File: src/rtl/display_scan_mux.sv
// Six-digit HH:MM:SS scan multiplexer: per-slot blanking, frame-latched digits, hours-tens zero suppression.
// Optional per-digit blinking is compiled in with DISPLAY_SCAN_MUX_BLINK_EN.
module display_scan_mux #(
   parameter int REFRESH_DIV  = 1000,
   parameter int BLANK_CYCLES = 16
) (
   input  logic        clk,
   input  logic        rst_n,
   input  logic [23:0] digits_in,
   input  logic        lz_blank,
   input  logic [5:0]  blink_mask,
   output logic [3:0]  bcd_out,
   output logic        bcd_en,
   output logic [5:0]  digit_sel,
   output logic        frame_start
);
   localparam int CW = $clog2(REFRESH_DIV);

   typedef enum logic {BLANK, SHOW} state_t;

   state_t        state_q;
   logic [CW-1:0] cnt_q, cnt_d;
   logic [2:0]    idx_q, idx_d;
   logic [23:0]   shadow_q;
   logic [3:0]    bcd_q;
   logic          en_q, fs_q;
   logic [5:0]    sel_q;

   logic          wrap, load, blink_off, en_ok;
   logic [3:0]    digit;

   assign wrap  = (cnt_q == CW'(REFRESH_DIV - 1));
   assign load  = (cnt_q == '0) && (idx_q == 3'd0);
   assign cnt_d = wrap ? '0 : cnt_q + CW'(1);
   assign idx_d = !wrap ? idx_q : (idx_q == 3'd5) ? 3'd0 : idx_q + 3'd1;
   assign digit = shadow_q[{idx_q, 2'b00} +: 4];

`ifdef DISPLAY_SCAN_MUX_BLINK_EN
   logic [5:0] fcnt_q;
   always_ff @(posedge clk or negedge rst_n) begin
      if (!rst_n)     fcnt_q <= '0;
      else if (fs_q)  fcnt_q <= fcnt_q + 6'd1;
   end
   // blink_mask is live so that edits show up mid-frame
   assign blink_off = blink_mask[idx_q] && fcnt_q[5];
`else
   logic unused_blink;
   assign unused_blink = ^blink_mask;
   assign blink_off    = 1'b0;
`endif

   assign en_ok = (digit <= 4'd9) && !blink_off &&
                  !((idx_q == 3'd5) && lz_blank && (digit == 4'd0));

   always_ff @(posedge clk or negedge rst_n) begin
      if (!rst_n) begin
         state_q  <= BLANK;
         cnt_q    <= '0;
         idx_q    <= '0;
         shadow_q <= '0;
         bcd_q    <= '0;
         en_q     <= 1'b0;
         sel_q    <= '0;
         fs_q     <= 1'b0;
      end else begin
         cnt_q <= cnt_d;
         idx_q <= idx_d;
         fs_q  <= load;
         if (load) shadow_q <= digits_in;
         case (state_q)
            BLANK: begin
               sel_q <= '0;
               en_q  <= 1'b0;
               if (cnt_q == CW'(BLANK_CYCLES - 1)) state_q <= SHOW;
            end
            SHOW: begin
               sel_q <= 6'b1 << idx_q;
               bcd_q <= digit;
               en_q  <= en_ok;
               if (wrap) state_q <= BLANK;
            end
            default: state_q <= BLANK;
         endcase
      end
   end

   assign bcd_out     = bcd_q;
   assign bcd_en      = en_q;
   assign digit_sel   = sel_q;
   assign frame_start = fs_q;
endmodule

File: config.mk
export PLATFORM = sky130hd
export DESIGN_NAME = display_scan_mux
export DESIGN_NICKNAME = d
export VERILOG_FILES = /design/src/rtl/display_scan_mux.sv
export SDC_FILE = /design/constraint.sdc
export NUM_CORES = 1
export LEC_CHECK = 0
export ABC_AREA = 0
export BUFFER_PORTS_ARGS = -buffer_cell sky130_fd_sc_hd__buf_2
export CORE_UTILIZATION = 58
export CTS_CLUSTER_DIAMETER = 40
export CTS_CLUSTER_SIZE = 25
export DETAILED_ROUTE_END_ITERATION = 7
export GPL_TIMING_DRIVEN = 1
export PLACE_DENSITY_LB_ADDON = 0.3
export SETUP_SLACK_MARGIN = 0.2
export SLEW_MARGIN = 10
export SYNTH_ARGS = -nofsm -noshare
export SYNTH_HDL_FRONTEND = slang
export SYNTH_SLANG_ARGS = --single-unit
File: constraint.sdc
create_clock -name clk -period 3.9 [get_ports clk]
set_input_delay 0.78 -clock clk [delete_from_list [all_inputs] [get_ports clk]]
set_output_delay 0.78 -clock clk [all_outputs]
set_load 0.005 [all_outputs]
==> out/summary.txt <==
Pwr Total -> 936.6 uW
post-route setup TNS -> 0 ps
die area -> 0.004241 mm^2
kind of critical path -> flip-flop to flip-flop
number of clock sinks -> 50
clk buf depth -> 2
clk slew on worst S/H paths -> 80 ps
CTS tree -> done
count of input and output buffers -> 38
final-report setup violation count -> 0
average size of a mapped cell -> 13.44 um^2
number of synthesized flops with an enable pin -> 0
Detailed Route Iter0 Violations -> 83
Critical Path Start Type -> flip-flop
number of global-route vias before repair -> 1506
fin crit share -> 0.5439
hold path start -> cnt_q[0]$_DFF_PN0_
status -> finished, final reports clean
Worst Path Arrival -> 2300 ps
most frequent cell after synthesis -> dfrtp_1
actual slew at the worst max-slew pin -> 1046 ps
RSZ-0062 raised after global routing -> false
Synth top area share -> 0.5414
cell taking the most area after synthesis -> dfrtp_1
power per cell area -> 356.6 mW/mm^2
Routed wire per std cell -> 15.68 um
Hold Path Class -> flip-flop to flip-flop
GR Overflow Total -> 0
peak supply drop -> 0.2547 mV
crit path from -> idx_q[0]$_DFFE_PN0N_
worst reg2reg path startpoint -> idx_q[0]$_DFFE_PN0N_
synth cell count leaders -> 50 x dfrtp_1, 19 x mux2_4, 13 x nor2_1
CP Max Fanout -> 25
Final Wtd Congestion -> 0.8765
YS warnings -> 0
max-cap violations -> 0
CP Capture Type -> flip-flop
DP HPWL -> 2873 um
Slew Viols, Final -> 0
final hold vios -> 0
Antenna Violating Nets Remaining -> 0
Leakage -> 1.289 nW
Post-CTS Setup Inserts -> 0
Synth Cell Area -> 0.002311 mm^2
vias per cell -> 5.500
Synth Flop Type -> dfrtp_1
largest net degree at the start of global routing -> 51
Rel. slew slack -> 0.3025
Mapped Cells -> 172
fraction of registers with async set/reset -> 1.000
clk_skew -> 6.498 ps
Detailed Route WL -> 4078 um
post-cts resize count -> 0
CTS Hold Buffers Added -> 0
IO Pins -> 45
final routed DRC violation total -> 0
GRT Total Usage -> 0.2261
Root Buffer -> clkbuf_8
worst skew pair latency -> 300 ps
Rows -> 22
share of cells above drive strength 1 -> 0.3962
Syn Nets -> 208
Yosys cell types -> 36
flops & latches, synth -> 50
CP required -> 4080 ps
DRT Pass-1 Iters -> 4
Core ar. -> 0.003744 mm^2
fmax -> 471.4 MHz
fin nets -> 247
Num CTS Buffers -> 5
routed vias -> 1430
area delta synth->final -> 13.64%
diodes inserted -> 0
first-pass GRT wire length -> 7086 um
Initial Utilization -> 0.6173
min Tclk post-route -> 2121 ps
die width -> 65.12 um
H-Tree Depth -> 2
Seq/Total Area, Yosys -> 0.5414
synth top area cells -> dfrtp_1 54%, mux2_4 12%, mux2_2 4.9%
initial antenna violation count -> 0
Die Y -> 65.12 um
==> worst max-delay path, stage by stage, from the launching register on <==
cell and delay [ps]:
dfrtp_1 680, nor2_1 330, nand4_4 500, mux2_4 490
==> power breakdown <==
| group | total [mW] | internal [mW] | switching (mW) |
|---|---|---|---|
| Combinational | 0.0546 | 0.0326 | 0.0220 |
| Sequential | 0.543 | 0.533 | 0.00968 |
| Clock | 0.339 | 0.179 | 0.160 |
| Total | 0.937 | 0.745 | 0.192 |
==> sequential cells by signal (all words and copies together), names as in the netlist <==
register and flops:
digit_sel 6, bcd_out 4, state_q 1, frame_start 1, idx_q 3, bcd_en 1
cnt_q 10, shadow_q 24
==> area by class of cell <==
type	count	area (um^2)
repair buffers	39	197.7
clock buffers	8	110.1
well taps	48	60.06
fillers	301	1117
multi-input cells	110	988.4
inverters	5	18.77
flip-flops and latches	50	1251
==> final timing paths <==
path                                             to  slack [ps]  cells past startpoint
setup reg to reg           shadow_q[11]$_DFFE_PN0P_        1780                      3
setup / recovery           shadow_q[11]$_DFFE_PN0P_        1780                      3
min in group asynchronous  shadow_q[21]$_DFFE_PN0P_         660                      1
hold reg to reg                  cnt_q[0]$_DFF_PN0_         500                      1
max in group asynchronous   shadow_q[1]$_DFFE_PN0P_        2600                      1
hold / removal                   cnt_q[0]$_DFF_PN0_         500                      1
==> cell families after synthesis <==
kind of cell	synth area share
flip-flops	0.5414
AND/OR/NAND/NOR	0.1261
multiplexers	0.2112
AO/OA/AOI/OAI	0.04764
buffers and inverters	0.03086
XOR/XNOR	0.02653
adder cells (fa/ha/maj)	0.01624
==> through the flow <==
| stage | utilization | std cells | setup slack (ps) | cell area, um^2 | hold WS [ps] |
|---|---|---|---|---|---|
| after CTS | 0.7015 | 260 | 1774 | 2626 | 504.6 |
| after detailed placement | 0.6721 | 252 | 1801 | 2516 | 493.5 |
| after global routing | 0.7015 | 260 | 1597 | 2626 | 526.2 |
| final | 0.7015 | 260 | 1779 | 2626 | 497.2 |
| after global placement | 0.6721 | 252 | 1838 | 2516 | 459.3 |
| after floorplan | - | 172 | 2279 | 2311 | 446.2 |
==> routing by layer <==
layer / track usage / routed length (um)
met4: 0.07609 / 55
met3: 0.05903 / 190
met5: 0 / 0
met1: 0.2869 / 1755
met2: 0.3776 / 2077
==> layout by cell type (no fill, tap or decap), types with 2 or more instances in the layout <==
| master | netlist | layout |
|---|---|---|
| mux2_4 | 19 | 19 |
| ha_1 | 3 | 3 |
| and2_1 | 3 | 3 |
| a22oi_1 | 3 | 3 |
| xor2_1 | 4 | 4 |
| mux2_2 | 10 | 10 |
| o21ai_0 | 3 | 3 |
| nor2b_1 | 2 | 2 |
| buf_2 | 1 | 38 |
| and3_1 | 3 | 3 |
| nor3_1 | 3 | 3 |
| mux4_2 | 4 | 4 |
| clkbuf_8 | 1 | 8 |
| or3_1 | 2 | 2 |
| xnor2_1 | 3 | 3 |
| a21oi_1 | 7 | 7 |
| nor3b_1 | 2 | 2 |
| inv_1 | 5 | 5 |
| o31ai_1 | 2 | 2 |
| nand2_1 | 9 | 9 |
| nor4_1 | 2 | 2 |
| nand3_1 | 2 | 2 |
| dfrtp_1 | 50 | 50 |
| nand4_1 | 2 | 2 |
| nor2_1 | 13 | 13 |
(Power assumes the default switching activity.)
